==> src/rtl/pim_buf_pkg.sv <==
// Shared types for the PIM buffer arbiter: FSM states, requester IDs, the
// SRAM request record and the address range check.
package pim_buf_pkg;

  typedef enum logic {
    ARB    = 1'b0,
    LOCKED = 1'b1
  } arb_state_e;

  localparam logic REQ_CORE = 1'b0;
  localparam logic REQ_PIM  = 1'b1;

  typedef struct packed {
    logic [31:0] addr;
    logic [31:0] wr_data;
    logic [3:0]  size;
    logic        write;
  } buf_req_t;

  // Word-aligned base past the end, or any byte-address bit above the decoded field.
  function automatic logic addr_out_of_range(input logic [31:0] addr,
                                             input int unsigned depth,
                                             input int unsigned addr_width);
    logic [31:0] word_base;
    word_base = {addr[31:2], 2'b00};
    return (word_base >= depth) || ((addr >> addr_width) != 32'd0);
  endfunction

endpackage

==> src/rtl/pim_buffer_arbiter_if.sv <==
// Request/response/SRAM bundle between the two requesters, the arbiter and
// the buffer; master is the environment side, slave is the arbiter.
interface pim_buffer_arbiter_if;

  logic        i_core_req_valid;
  logic        o_core_req_ready;
  logic [31:0] i_core_addr;
  logic [31:0] i_core_wr_data;
  logic [3:0]  i_core_size;
  logic        i_core_write;
  logic        o_core_rsp_valid;
  logic        o_core_rsp_err;
  logic [31:0] o_core_rd_data;

  logic        i_pim_req_valid;
  logic        o_pim_req_ready;
  logic [31:0] i_pim_addr;
  logic [31:0] i_pim_wr_data;
  logic [3:0]  i_pim_size;
  logic        i_pim_write;
  logic        i_pim_lock;
  logic        o_pim_rsp_valid;
  logic        o_pim_rsp_err;
  logic [31:0] o_pim_rd_data;

  logic [31:0] o_buf_addr;
  logic [31:0] o_buf_wr_data;
  logic [3:0]  o_buf_size;
  logic        o_buf_write;
  logic        o_buf_read;
  logic [31:0] i_buf_rd_data;

  logic [31:0] o_perf_core_stall;
  logic [31:0] o_perf_pim_stall;

  modport master (
    output i_core_req_valid, i_core_addr, i_core_wr_data, i_core_size, i_core_write,
    output i_pim_req_valid, i_pim_addr, i_pim_wr_data, i_pim_size, i_pim_write, i_pim_lock,
    output i_buf_rd_data,
    input  o_core_req_ready, o_core_rsp_valid, o_core_rsp_err, o_core_rd_data,
    input  o_pim_req_ready, o_pim_rsp_valid, o_pim_rsp_err, o_pim_rd_data,
    input  o_buf_addr, o_buf_wr_data, o_buf_size, o_buf_write, o_buf_read,
    input  o_perf_core_stall, o_perf_pim_stall
  );

  modport slave (
    input  i_core_req_valid, i_core_addr, i_core_wr_data, i_core_size, i_core_write,
    input  i_pim_req_valid, i_pim_addr, i_pim_wr_data, i_pim_size, i_pim_write, i_pim_lock,
    input  i_buf_rd_data,
    output o_core_req_ready, o_core_rsp_valid, o_core_rsp_err, o_core_rd_data,
    output o_pim_req_ready, o_pim_rsp_valid, o_pim_rsp_err, o_pim_rd_data,
    output o_buf_addr, o_buf_wr_data, o_buf_size, o_buf_write, o_buf_read,
    output o_perf_core_stall, o_perf_pim_stall
  );

endinterface

==> src/rtl/pim_buf_rr2.sv <==
// Two-way round-robin grant; lock forces the grant to the engine only.
module pim_buf_rr2
  import pim_buf_pkg::*;
(
  input  logic       clk,
  input  logic       rst,
  input  logic [1:0] req,
  input  logic       lock,
  output logic [1:0] gnt
);

  logic last_grant;

  // NOTE: every output gets a default before the branches, so no path can
  // leave it unassigned and infer a latch.
  always_comb begin
    gnt = 2'b00;
    if (lock) begin
      gnt[REQ_PIM] = req[REQ_PIM];
    end else if (req == 2'b11) begin
      gnt = (last_grant == REQ_CORE) ? 2'b10 : 2'b01;
    end else begin
      gnt = req;
    end
  end

  // NOTE: state registers use non-blocking assignments so every flop samples
  // pre-edge values regardless of block evaluation order.
  always_ff @(posedge clk or posedge rst) begin
    if (rst) begin
      last_grant <= REQ_PIM;
    end else if (gnt != 2'b00) begin
      last_grant <= gnt[REQ_PIM] ? REQ_PIM : REQ_CORE;
    end
  end

endmodule

==> src/rtl/pim_buffer_arbiter.sv <==
// Arbiter and access sequencer sharing the single-port PIM buffer between the
// core and the PIM engine. Stall counters exist only with PIM_BUF_ARB_PERF_EN.
module pim_buffer_arbiter
  import pim_buf_pkg::*;
#(
  parameter int unsigned MEM_DEPTH      = 28672,
  parameter int unsigned MEM_ADDR_WIDTH = 15
) (
  input logic                 i_clk,
  input logic                 i_rst,
  pim_buffer_arbiter_if.slave bus
);

  arb_state_e state;
  logic [1:0] req;
  logic [1:0] gnt;
  logic       lock_hold;
  logic       accept;
  logic       sel_oob;
  buf_req_t   core_req;
  buf_req_t   pim_req;
  buf_req_t   sel_req;

  logic        rsp_valid;
  logic        rsp_owner;
  logic        rsp_err;
  logic        rsp_write;
  logic        core_rsp;
  logic        pim_rsp;
  logic        rsp_has_data;

  logic [31:0] buf_addr;
  logic [31:0] buf_wr_data;
  logic [3:0]  buf_size;
  logic        buf_write;

  // Requests are masked during reset so no ready can leak out combinationally.
  assign req       = {bus.i_pim_req_valid, bus.i_core_req_valid} & {2{~i_rst}};
  assign lock_hold = (state == LOCKED) && bus.i_pim_lock;

  pim_buf_rr2 u_rr2 (
    .clk  (i_clk),
    .rst  (i_rst),
    .req  (req),
    .lock (lock_hold),
    .gnt  (gnt)
  );

  assign accept   = |gnt;
  assign core_req = '{addr: bus.i_core_addr, wr_data: bus.i_core_wr_data,
                      size: bus.i_core_size, write: bus.i_core_write};
  assign pim_req  = '{addr: bus.i_pim_addr, wr_data: bus.i_pim_wr_data,
                      size: bus.i_pim_size, write: bus.i_pim_write};
  assign sel_req  = gnt[REQ_PIM] ? pim_req : core_req;
  assign sel_oob  = addr_out_of_range(sel_req.addr, MEM_DEPTH, MEM_ADDR_WIDTH);

  always_comb begin
    buf_addr    = 32'd0;
    buf_wr_data = 32'd0;
    buf_size    = 4'd0;
    buf_write   = 1'b0;
    if (accept) begin
      buf_addr    = sel_req.addr;
      buf_wr_data = sel_req.wr_data;
      buf_size    = sel_req.size;
      buf_write   = sel_req.write && !sel_oob;
    end
  end

  assign bus.o_buf_addr    = buf_addr;
  assign bus.o_buf_wr_data = buf_wr_data;
  assign bus.o_buf_size    = buf_size;
  assign bus.o_buf_write   = buf_write;
  assign bus.o_buf_read    = ~buf_write;

  assign bus.o_core_req_ready = gnt[REQ_CORE];
  assign bus.o_pim_req_ready  = gnt[REQ_PIM];

  always_ff @(posedge i_clk or posedge i_rst) begin
    if (i_rst) begin
      state     <= ARB;
      rsp_valid <= 1'b0;
      rsp_owner <= REQ_CORE;
      rsp_err   <= 1'b0;
      rsp_write <= 1'b0;
    end else begin
      rsp_valid <= accept;
      rsp_owner <= gnt[REQ_PIM] ? REQ_PIM : REQ_CORE;
      rsp_err   <= accept && sel_oob;
      rsp_write <= sel_req.write;
      unique case (state)
        ARB:     if (gnt[REQ_PIM] && bus.i_pim_lock) state <= LOCKED;
        LOCKED:  if (!bus.i_pim_lock) state <= ARB;
        default: state <= ARB;
      endcase
    end
  end

  // Read data comes straight from the SRAM Q in the cycle after acceptance.
  assign core_rsp     = rsp_valid && (rsp_owner == REQ_CORE);
  assign pim_rsp      = rsp_valid && (rsp_owner == REQ_PIM);
  assign rsp_has_data = !rsp_err && !rsp_write;

  assign bus.o_core_rsp_valid = core_rsp;
  assign bus.o_core_rsp_err   = core_rsp && rsp_err;
  assign bus.o_core_rd_data   = (core_rsp && rsp_has_data) ? bus.i_buf_rd_data : 32'd0;
  assign bus.o_pim_rsp_valid  = pim_rsp;
  assign bus.o_pim_rsp_err    = pim_rsp && rsp_err;
  assign bus.o_pim_rd_data    = (pim_rsp && rsp_has_data) ? bus.i_buf_rd_data : 32'd0;

`ifdef PIM_BUF_ARB_PERF_EN
  logic [31:0] core_stall;
  logic [31:0] pim_stall;

  always_ff @(posedge i_clk or posedge i_rst) begin
    if (i_rst) begin
      core_stall <= 32'd0;
      pim_stall  <= 32'd0;
    end else begin
      if (bus.i_core_req_valid && !gnt[REQ_CORE] && (core_stall != 32'hFFFF_FFFF))
        core_stall <= core_stall + 32'd1;
      if (bus.i_pim_req_valid && !gnt[REQ_PIM] && (pim_stall != 32'hFFFF_FFFF))
        pim_stall <= pim_stall + 32'd1;
    end
  end

  assign bus.o_perf_core_stall = core_stall;
  assign bus.o_perf_pim_stall  = pim_stall;
`else
  assign bus.o_perf_core_stall = 32'd0;
  assign bus.o_perf_pim_stall  = 32'd0;
`endif

endmodule

==> src/flat_wrapper.sv <==
// flat-port wrapper written by rule: the top's interface ports become plain ports
module pim_buffer_arbiter_flat import pim_buf_pkg::*;
#(
  parameter int unsigned MEM_DEPTH      = 28672,
  parameter int unsigned MEM_ADDR_WIDTH = 15
)
  (i_clk, i_rst, bus_i_core_req_valid, bus_i_core_addr, bus_i_core_wr_data, bus_i_core_size, bus_i_core_write, bus_i_pim_req_valid, bus_i_pim_addr, bus_i_pim_wr_data, bus_i_pim_size, bus_i_pim_write, bus_i_pim_lock, bus_i_buf_rd_data, bus_o_core_req_ready, bus_o_core_rsp_valid, bus_o_core_rsp_err, bus_o_core_rd_data, bus_o_pim_req_ready, bus_o_pim_rsp_valid, bus_o_pim_rsp_err, bus_o_pim_rd_data, bus_o_buf_addr, bus_o_buf_wr_data, bus_o_buf_size, bus_o_buf_write, bus_o_buf_read, bus_o_perf_core_stall, bus_o_perf_pim_stall);
  pim_buffer_arbiter_if bus_i ();
  input logic i_clk;
  input logic i_rst;
  input wire logic [$bits(bus_i.i_core_req_valid)-1:0] bus_i_core_req_valid;
  input wire logic [$bits(bus_i.i_core_addr)-1:0] bus_i_core_addr;
  input wire logic [$bits(bus_i.i_core_wr_data)-1:0] bus_i_core_wr_data;
  input wire logic [$bits(bus_i.i_core_size)-1:0] bus_i_core_size;
  input wire logic [$bits(bus_i.i_core_write)-1:0] bus_i_core_write;
  input wire logic [$bits(bus_i.i_pim_req_valid)-1:0] bus_i_pim_req_valid;
  input wire logic [$bits(bus_i.i_pim_addr)-1:0] bus_i_pim_addr;
  input wire logic [$bits(bus_i.i_pim_wr_data)-1:0] bus_i_pim_wr_data;
  input wire logic [$bits(bus_i.i_pim_size)-1:0] bus_i_pim_size;
  input wire logic [$bits(bus_i.i_pim_write)-1:0] bus_i_pim_write;
  input wire logic [$bits(bus_i.i_pim_lock)-1:0] bus_i_pim_lock;
  input wire logic [$bits(bus_i.i_buf_rd_data)-1:0] bus_i_buf_rd_data;
  output wire logic [$bits(bus_i.o_core_req_ready)-1:0] bus_o_core_req_ready;
  output wire logic [$bits(bus_i.o_core_rsp_valid)-1:0] bus_o_core_rsp_valid;
  output wire logic [$bits(bus_i.o_core_rsp_err)-1:0] bus_o_core_rsp_err;
  output wire logic [$bits(bus_i.o_core_rd_data)-1:0] bus_o_core_rd_data;
  output wire logic [$bits(bus_i.o_pim_req_ready)-1:0] bus_o_pim_req_ready;
  output wire logic [$bits(bus_i.o_pim_rsp_valid)-1:0] bus_o_pim_rsp_valid;
  output wire logic [$bits(bus_i.o_pim_rsp_err)-1:0] bus_o_pim_rsp_err;
  output wire logic [$bits(bus_i.o_pim_rd_data)-1:0] bus_o_pim_rd_data;
  output wire logic [$bits(bus_i.o_buf_addr)-1:0] bus_o_buf_addr;
  output wire logic [$bits(bus_i.o_buf_wr_data)-1:0] bus_o_buf_wr_data;
  output wire logic [$bits(bus_i.o_buf_size)-1:0] bus_o_buf_size;
  output wire logic [$bits(bus_i.o_buf_write)-1:0] bus_o_buf_write;
  output wire logic [$bits(bus_i.o_buf_read)-1:0] bus_o_buf_read;
  output wire logic [$bits(bus_i.o_perf_core_stall)-1:0] bus_o_perf_core_stall;
  output wire logic [$bits(bus_i.o_perf_pim_stall)-1:0] bus_o_perf_pim_stall;
  assign bus_i.i_core_req_valid = bus_i_core_req_valid;
  assign bus_i.i_core_addr = bus_i_core_addr;
  assign bus_i.i_core_wr_data = bus_i_core_wr_data;
  assign bus_i.i_core_size = bus_i_core_size;
  assign bus_i.i_core_write = bus_i_core_write;
  assign bus_i.i_pim_req_valid = bus_i_pim_req_valid;
  assign bus_i.i_pim_addr = bus_i_pim_addr;
  assign bus_i.i_pim_wr_data = bus_i_pim_wr_data;
  assign bus_i.i_pim_size = bus_i_pim_size;
  assign bus_i.i_pim_write = bus_i_pim_write;
  assign bus_i.i_pim_lock = bus_i_pim_lock;
  assign bus_i.i_buf_rd_data = bus_i_buf_rd_data;
  assign bus_o_core_req_ready = bus_i.o_core_req_ready;
  assign bus_o_core_rsp_valid = bus_i.o_core_rsp_valid;
  assign bus_o_core_rsp_err = bus_i.o_core_rsp_err;
  assign bus_o_core_rd_data = bus_i.o_core_rd_data;
  assign bus_o_pim_req_ready = bus_i.o_pim_req_ready;
  assign bus_o_pim_rsp_valid = bus_i.o_pim_rsp_valid;
  assign bus_o_pim_rsp_err = bus_i.o_pim_rsp_err;
  assign bus_o_pim_rd_data = bus_i.o_pim_rd_data;
  assign bus_o_buf_addr = bus_i.o_buf_addr;
  assign bus_o_buf_wr_data = bus_i.o_buf_wr_data;
  assign bus_o_buf_size = bus_i.o_buf_size;
  assign bus_o_buf_write = bus_i.o_buf_write;
  assign bus_o_buf_read = bus_i.o_buf_read;
  assign bus_o_perf_core_stall = bus_i.o_perf_core_stall;
  assign bus_o_perf_pim_stall = bus_i.o_perf_pim_stall;
  pim_buffer_arbiter #(.MEM_DEPTH(MEM_DEPTH), .MEM_ADDR_WIDTH(MEM_ADDR_WIDTH)) u_core (.i_clk(i_clk), .i_rst(i_rst), .bus(bus_i));
endmodule
==> config.mk <==
export PLATFORM = sky130hd
export DESIGN_NAME = pim_buffer_arbiter_flat
export DESIGN_NICKNAME = d
export VERILOG_FILES = /design/src/rtl/pim_buf_pkg.sv /design/src/rtl/pim_buffer_arbiter_if.sv /design/src/rtl/pim_buf_rr2.sv /design/src/rtl/pim_buffer_arbiter.sv /design/src/flat_wrapper.sv
export SDC_FILE = /design/constraint.sdc
export NUM_CORES = 1
export LEC_CHECK = 0
export CORE_AREA = 2 2 148 150
export DETAILED_ROUTE_END_ITERATION = 10
export DIE_AREA = 0 0 150 152
export SKIP_CTS_REPAIR_TIMING = 1
export SYNTH_ARGS = -nofsm -noshare
export SYNTH_HDL_FRONTEND = slang
export SYNTH_SLANG_ARGS = --single-unit
export TNS_END_PERCENT = 1
==> constraint.sdc <==
create_clock -name i_clk -period 6 [get_ports i_clk]
set_input_delay 1.5 -clock i_clk [delete_from_list [all_inputs] [get_ports i_clk]]
set_output_delay 1.5 -clock i_clk [all_outputs]
set_load 0.005 [all_outputs]
# Word-level counts from Yosys, hierarchy flattened
# Cells that the tools add are included.
dict set report totals {
  regBits 6
}
dict set report classes {
  order_cmp 1
  eq_ne 1
  n_mux 15
  n_bitwise 5
  reduce_logical 18
}
# cell n
set ops {}
lappend ops {{32-bit two-way mux} 4}
lappend ops {{69-bit two-way mux} 1}
lappend ops {{32-bit by 15-bit greater-or-equal comparator with 1-bit output, second input constant} 1}
lappend ops {{32-bit nonzero test} 1}
lappend ops {{1-bit logical AND} 11}
lappend ops {{1-bit two-way mux} 6}
lappend ops {{2-bit two-way mux} 2}
lappend ops {{4-bit two-way mux} 1}
lappend ops {{1-bit inverter} 4}
lappend ops {{1-bit logical NOT} 3}
lappend ops {{2-bit AND} 1}
lappend ops {{2-bit equality test, second input constant} 1}
lappend ops {{1-bit case mux with 2 select lines} 1}
lappend ops {{2-bit nonzero test} 1}
lappend ops {{2-bit OR reduction} 1}
lappend ops {{1-bit logical OR} 1}

# Logic depth before layout (Yosys ltp)
dict set report depth {
  depth_word 12
  ltp_mapped 6
  mapped_depth_nobuf 4
}

# Cells and area by module
# From an unflattened synthesis, not the netlist that was laid out.
dict set report unflattened {
  hier_cells 401
  hier_area_um2 2274.7
}
# module instances cells_per_inst area_per_inst_um2 seq_area_each_um2
set by_module_without_submodules {}
lappend by_module_without_submodules {pim_buffer_arbiter 1 394 2204.6 125.1}
lappend by_module_without_submodules {pim_buf_rr2 1 7 70.1 26.3}

# Worst setup path before layout
# OpenSTA, ideal clock, no wires.
dict set report synth_timing {
  kind {input port to output port}
  from {input bus_i_pim_addr[27]}
  to {output bus_o_buf_write}
  t_arrival_ns 2.487
  t_required_ns 4.500
  slack_ns 2.013
  cell_stages 4
  cell_sequence {or4_4 > nor3_2 > and4_1 > o211a_1}
}
dict set report synth_between {
  elab_chain_cells 6
}
# item line_no
set synth_lines {}
lappend synth_lines {{start, declared} flat_wrapper.sv:17} ;# input wire logic [$bits(bus_i.i_pim_addr)-1:0] bus_i_pim_addr;
lappend synth_lines {{69-bit two-way mux *} pim_buffer_arbiter.sv:54} ;# assign sel_req = gnt[REQ_PIM] ? pim_req : core_req;
lappend synth_lines {{32-bit by 15-bit greater-or-equal comparator with 1-bit output or 32-bit nonzero test (tied branches)} pim_buf_pkg.sv:26} ;# return (word_base >= depth) || ((addr >> addr_width) != 32'd0);
lappend synth_lines {{1-bit logical OR *} pim_buf_pkg.sv:26}
lappend synth_lines {{1-bit logical NOT *} pim_buffer_arbiter.sv:66} ;# buf_write = sel_req.write && !sel_oob;
lappend synth_lines {{1-bit logical AND *} pim_buffer_arbiter.sv:66}
lappend synth_lines {{1-bit two-way mux *} pim_buffer_arbiter.sv:62} ;# if (accept) begin
lappend synth_lines {{end, declared} flat_wrapper.sv:34} ;# output wire logic [$bits(bus_i.o_buf_write)-1:0] bus_o_buf_write;
# Every way passes the cells marked *; elsewhere a longest branch is shown, timed or not.

==> impl_summary.md <==
Logic synthesis
Among all flip-flop cells after synthesis, the most frequent one is dfrtp_1. The count of cell types in the netlist is 31. Ranked by instance count, the synthesized netlist is headed by 68 x a22o_1, 66 x and2_1, 66 x buf_4, 10 x buf_2, 9 x clkbuf_1. Sorting the synthesized cells by area gives the leading types as a22o_1 30%, buf_4 25%, and2_1 21%. The post-synth design cell area is between 1500 and 2000 um^2.

Of the post-synthesis cell area, the dominant cell type holds 0.2981. The post-synthesis sequential element count is 6. The most common cell in the netlist is a22o_1.

The cell accounting for the most synthesized area is a22o_1. The synthesized netlist cell count is ~260. The number of warnings issued by yosys is 0. In this run the mean area of a mapped cell was 7.569 um^2. The number of flops mapped to enable cells by yosys is 0. The fraction of registers with async set/reset is 1.000.

Of the synthesized area, sequential elements account for 0.07577.

Cells and area
The final cell count without fillers is 850. Once layout is complete, the utilization of the core stands at 0.2501. The final layout net count is around 750.

The finished layout cell area is 5339 um^2. The count of inserted antenna diode cells is 0. Of the cells placed in the final design, the portion with a size suffix greater than 1 is 0.04035.

The area growth from synthesis to layout is 167.2%.

CTS
The clock-pin slew reported for the worst setup and hold paths after clock tree synthesis is 40 ps. The largest buffer count on any clock path is 2. The tree is rooted in a clkbuf_16. TritonCTS built the clock tree. Counting every sink on the clock net gives 6. The number of CTS-inserted buffers is 3. At the later pin of the worst-skew pair, clock insertion delay measures roughly 230 ps. The H-tree depth is 1.

Global route
Across every metal layer, demand over resource in global routing totals 0.1004. Summed over all layers, the global routing overflow is 0. The number of antenna violations at the first check in global routing came to 0. The first global-routing pass estimated 17,520 um of wire.

Entering global routing, the biggest net connects 58 pins. The number of global-route vias before repair is 2,927.

Worst setup path
The data required time at the worst endpoint is ~4500 ps. The worst setup path is launched from a primary input. Along the worst path, the maximum fanout reaches 9. The endpoint kind of the worst setup timing path is an output pin.

The data arrival time of the critical path is 3750 ps. The critical path in this run is classified as in2out. Measured in cells, the most critical reg-to-reg path has a length of 4.

STA
Between clock sinks in the finished design, the worst skew comes to 0.6506 ps. The share of the clock period used by the worst path is 0.8753. The sum of negative setup slack is 0 ps. The final count of hold timing violations came to 0. The count of final max-slew check failures was 0.

The worst path in the final design needs a cycle of approximately 5300 ps, including I/O delays and setup. The final setup violation count is 0. Setup repair after global routing left no endpoint under its margin. Derived from the worst setup path, the maximum achievable clock frequency is 0.1904 GHz.

Power and ir drop
The clock share of power is 0.227. The switching power is about 0.00014 W. Across the VDD grid, the largest voltage drop is 0.00003918 V. The cell-internal power is around 0.00036 W. Of the total power, the share spent switching nets is 0.2889. The sequential power share is 0.100.

Of the total power, combinational logic draws 0.672. The leakage power of the design is 2.087 nW. Power spread over the standard cell area amounts to about 94 nW/um^2. The post-layout total power is 0.0004999 W.

Status
The run finished with clean final reports.

Floorplan
Row generation in the floorplan step produced 54 rows. The initial core utilization is 0.09359. The floorplan step defined a die boundary enclosing 22,800 um^2.

For this design the top-level I/O count stands at 379. The vertical die dimension is 152 um. Measured along the x axis, the die boundary spans about 150 um. The core area is between 20,000 and 25,000 um^2.

Min path
The path class of the tightest hold or removal check is reg2reg. The worst hold path cell count is 1.

Drt
The post-detailed-route DRC marker count is 0. In the routed layout, each cell is associated on average with a via count of 3.549. The first TritonRoute pass finished after 4 iterations.

For this block, the initial DRC count from the detailed router was 89. The vias after detailed routing is 3,017. Once detail routing completed, the nets flagged for antenna violations numbered 0. The routed design has roughly 12,000 um of wire. Dividing the detail-routed wire length by the instance count gives 14.67 um.

Place
The number of placed instances, taps included, is 846. Routability-driven placement finished with a final weighted congestion of 0.7369. The area after detailed placement is between 5000 and 6000 um^2. The count of input and output buffers is 314. The final HPWL from detailed placement is roughly 11,000 um.

Job
Max-cap violations in this run came to 0.
path summary, 6_finish.rpt:
kind | from | end | slack, ps
worst max-delay path | bus_i_pim_req_valid | bus_o_buf_read | 750
worst min-delay path | u_core.state$_DFF_PP0_ | u_core.state$_DFF_PP0_ | 520
worst max register to register | u_core.state$_DFF_PP0_ | u_core.rsp_err$_DFF_PP0_ | 4410
worst min register to register | u_core.state$_DFF_PP0_ | u_core.state$_DFF_PP0_ | 520
max in group asynchronous | i_rst | u_core.u_rr2.last_grant$_DFFE_PP1P_ | 4110
min in group asynchronous | i_rst | u_core.state$_DFF_PP0_ | 1690
sequential cells by signal (all words and copies together) (netlist names):
register                 cells
u_core.rsp_err               1
u_core.rsp_valid             1
u_core.state                 1
u_core.u_rr2.last_grant      1
u_core.rsp_owner             1
u_core.rsp_write             1
kinds of logic after synthesis:
logic type	Yosys count	synth area share
simple gates	94	0.2955
buf+inv	87	0.2937
compound gates	75	0.3275
other cells	1	0.001877
flops	6	0.07577
mux	1	0.005635
area by class of cell:
| class | instances | area [um^2] |
|---|---|---|
| Tap cell | 280 | 350.3 |
| Clock buffer | 4 | 78.83 |
| Fill cell | 2345 | 16010 |
| Inverter | 2 | 7.507 |
| Multi-Input combinational cell | 234 | 1520 |
| Timing Repair Buffer | 324 | 3231 |
| Sequential cell | 6 | 151.4 |
cells in the final DEF (no fill, tap or decap), types with 2 or more instances in the layout:
master	netlist	final
or4_1	2	2
dfrtp_1	5	5
clkbuf_16	0	3
nor3b_2	1	2
conb_1	1	64
clkdlybuf4s50_1	0	314
nand2_1	4	4
and3_1	2	2
nor2_1	5	5
buf_4	66	9
and2_1	66	66
nor2b_1	2	2
inv_1	2	2
nor4_1	5	5
a22o_1	68	68
power groups by stage:
stage | clock network, W | logic, W | registers, W
after CTS | 0.000118 | 0.000340 | 0.0000502
final | 0.000114 | 0.000336 | 0.0000502
after detailed placement | 0 | 0.000339 | 0.0000507
after global routing | 0.000121 | 0.000362 | 0.0000506
after floorplan | 0 | 0.000122 | 0.0000485
after global placement | 0 | 0.000338 | 0.0000507
routing by layer:
layer  up-vias  GRT usage  routed length [um]
met5         -          0                   0
met4         0    0.02785                 225
met3        14    0.02222                1313
met2       235     0.1940                6590
met1      1336     0.1074                4337
li1       1432          -                   -
metrics by stage:
| step | worst slack [ps] | hold slack, ps |
|---|---|---|
| floorplan | 2013 | 487.8 |
| global placement | 705.1 | 498.2 |
| detailed placement | 686.8 | 507.1 |
| CTS | 683.6 | 518.2 |
| global route | 631.2 | 541.9 |
| finish | 748.5 | 515.2 |
critical path, stage by stage:
cell and delay (ps):
clkdlybuf4s50_1 550, nor2b_1 200, a21boi_4 430, mux2_2 410
o211ai_1 100, clkdlybuf4s50_1 560
Note: power is estimated with default switching activity, not from simulation.
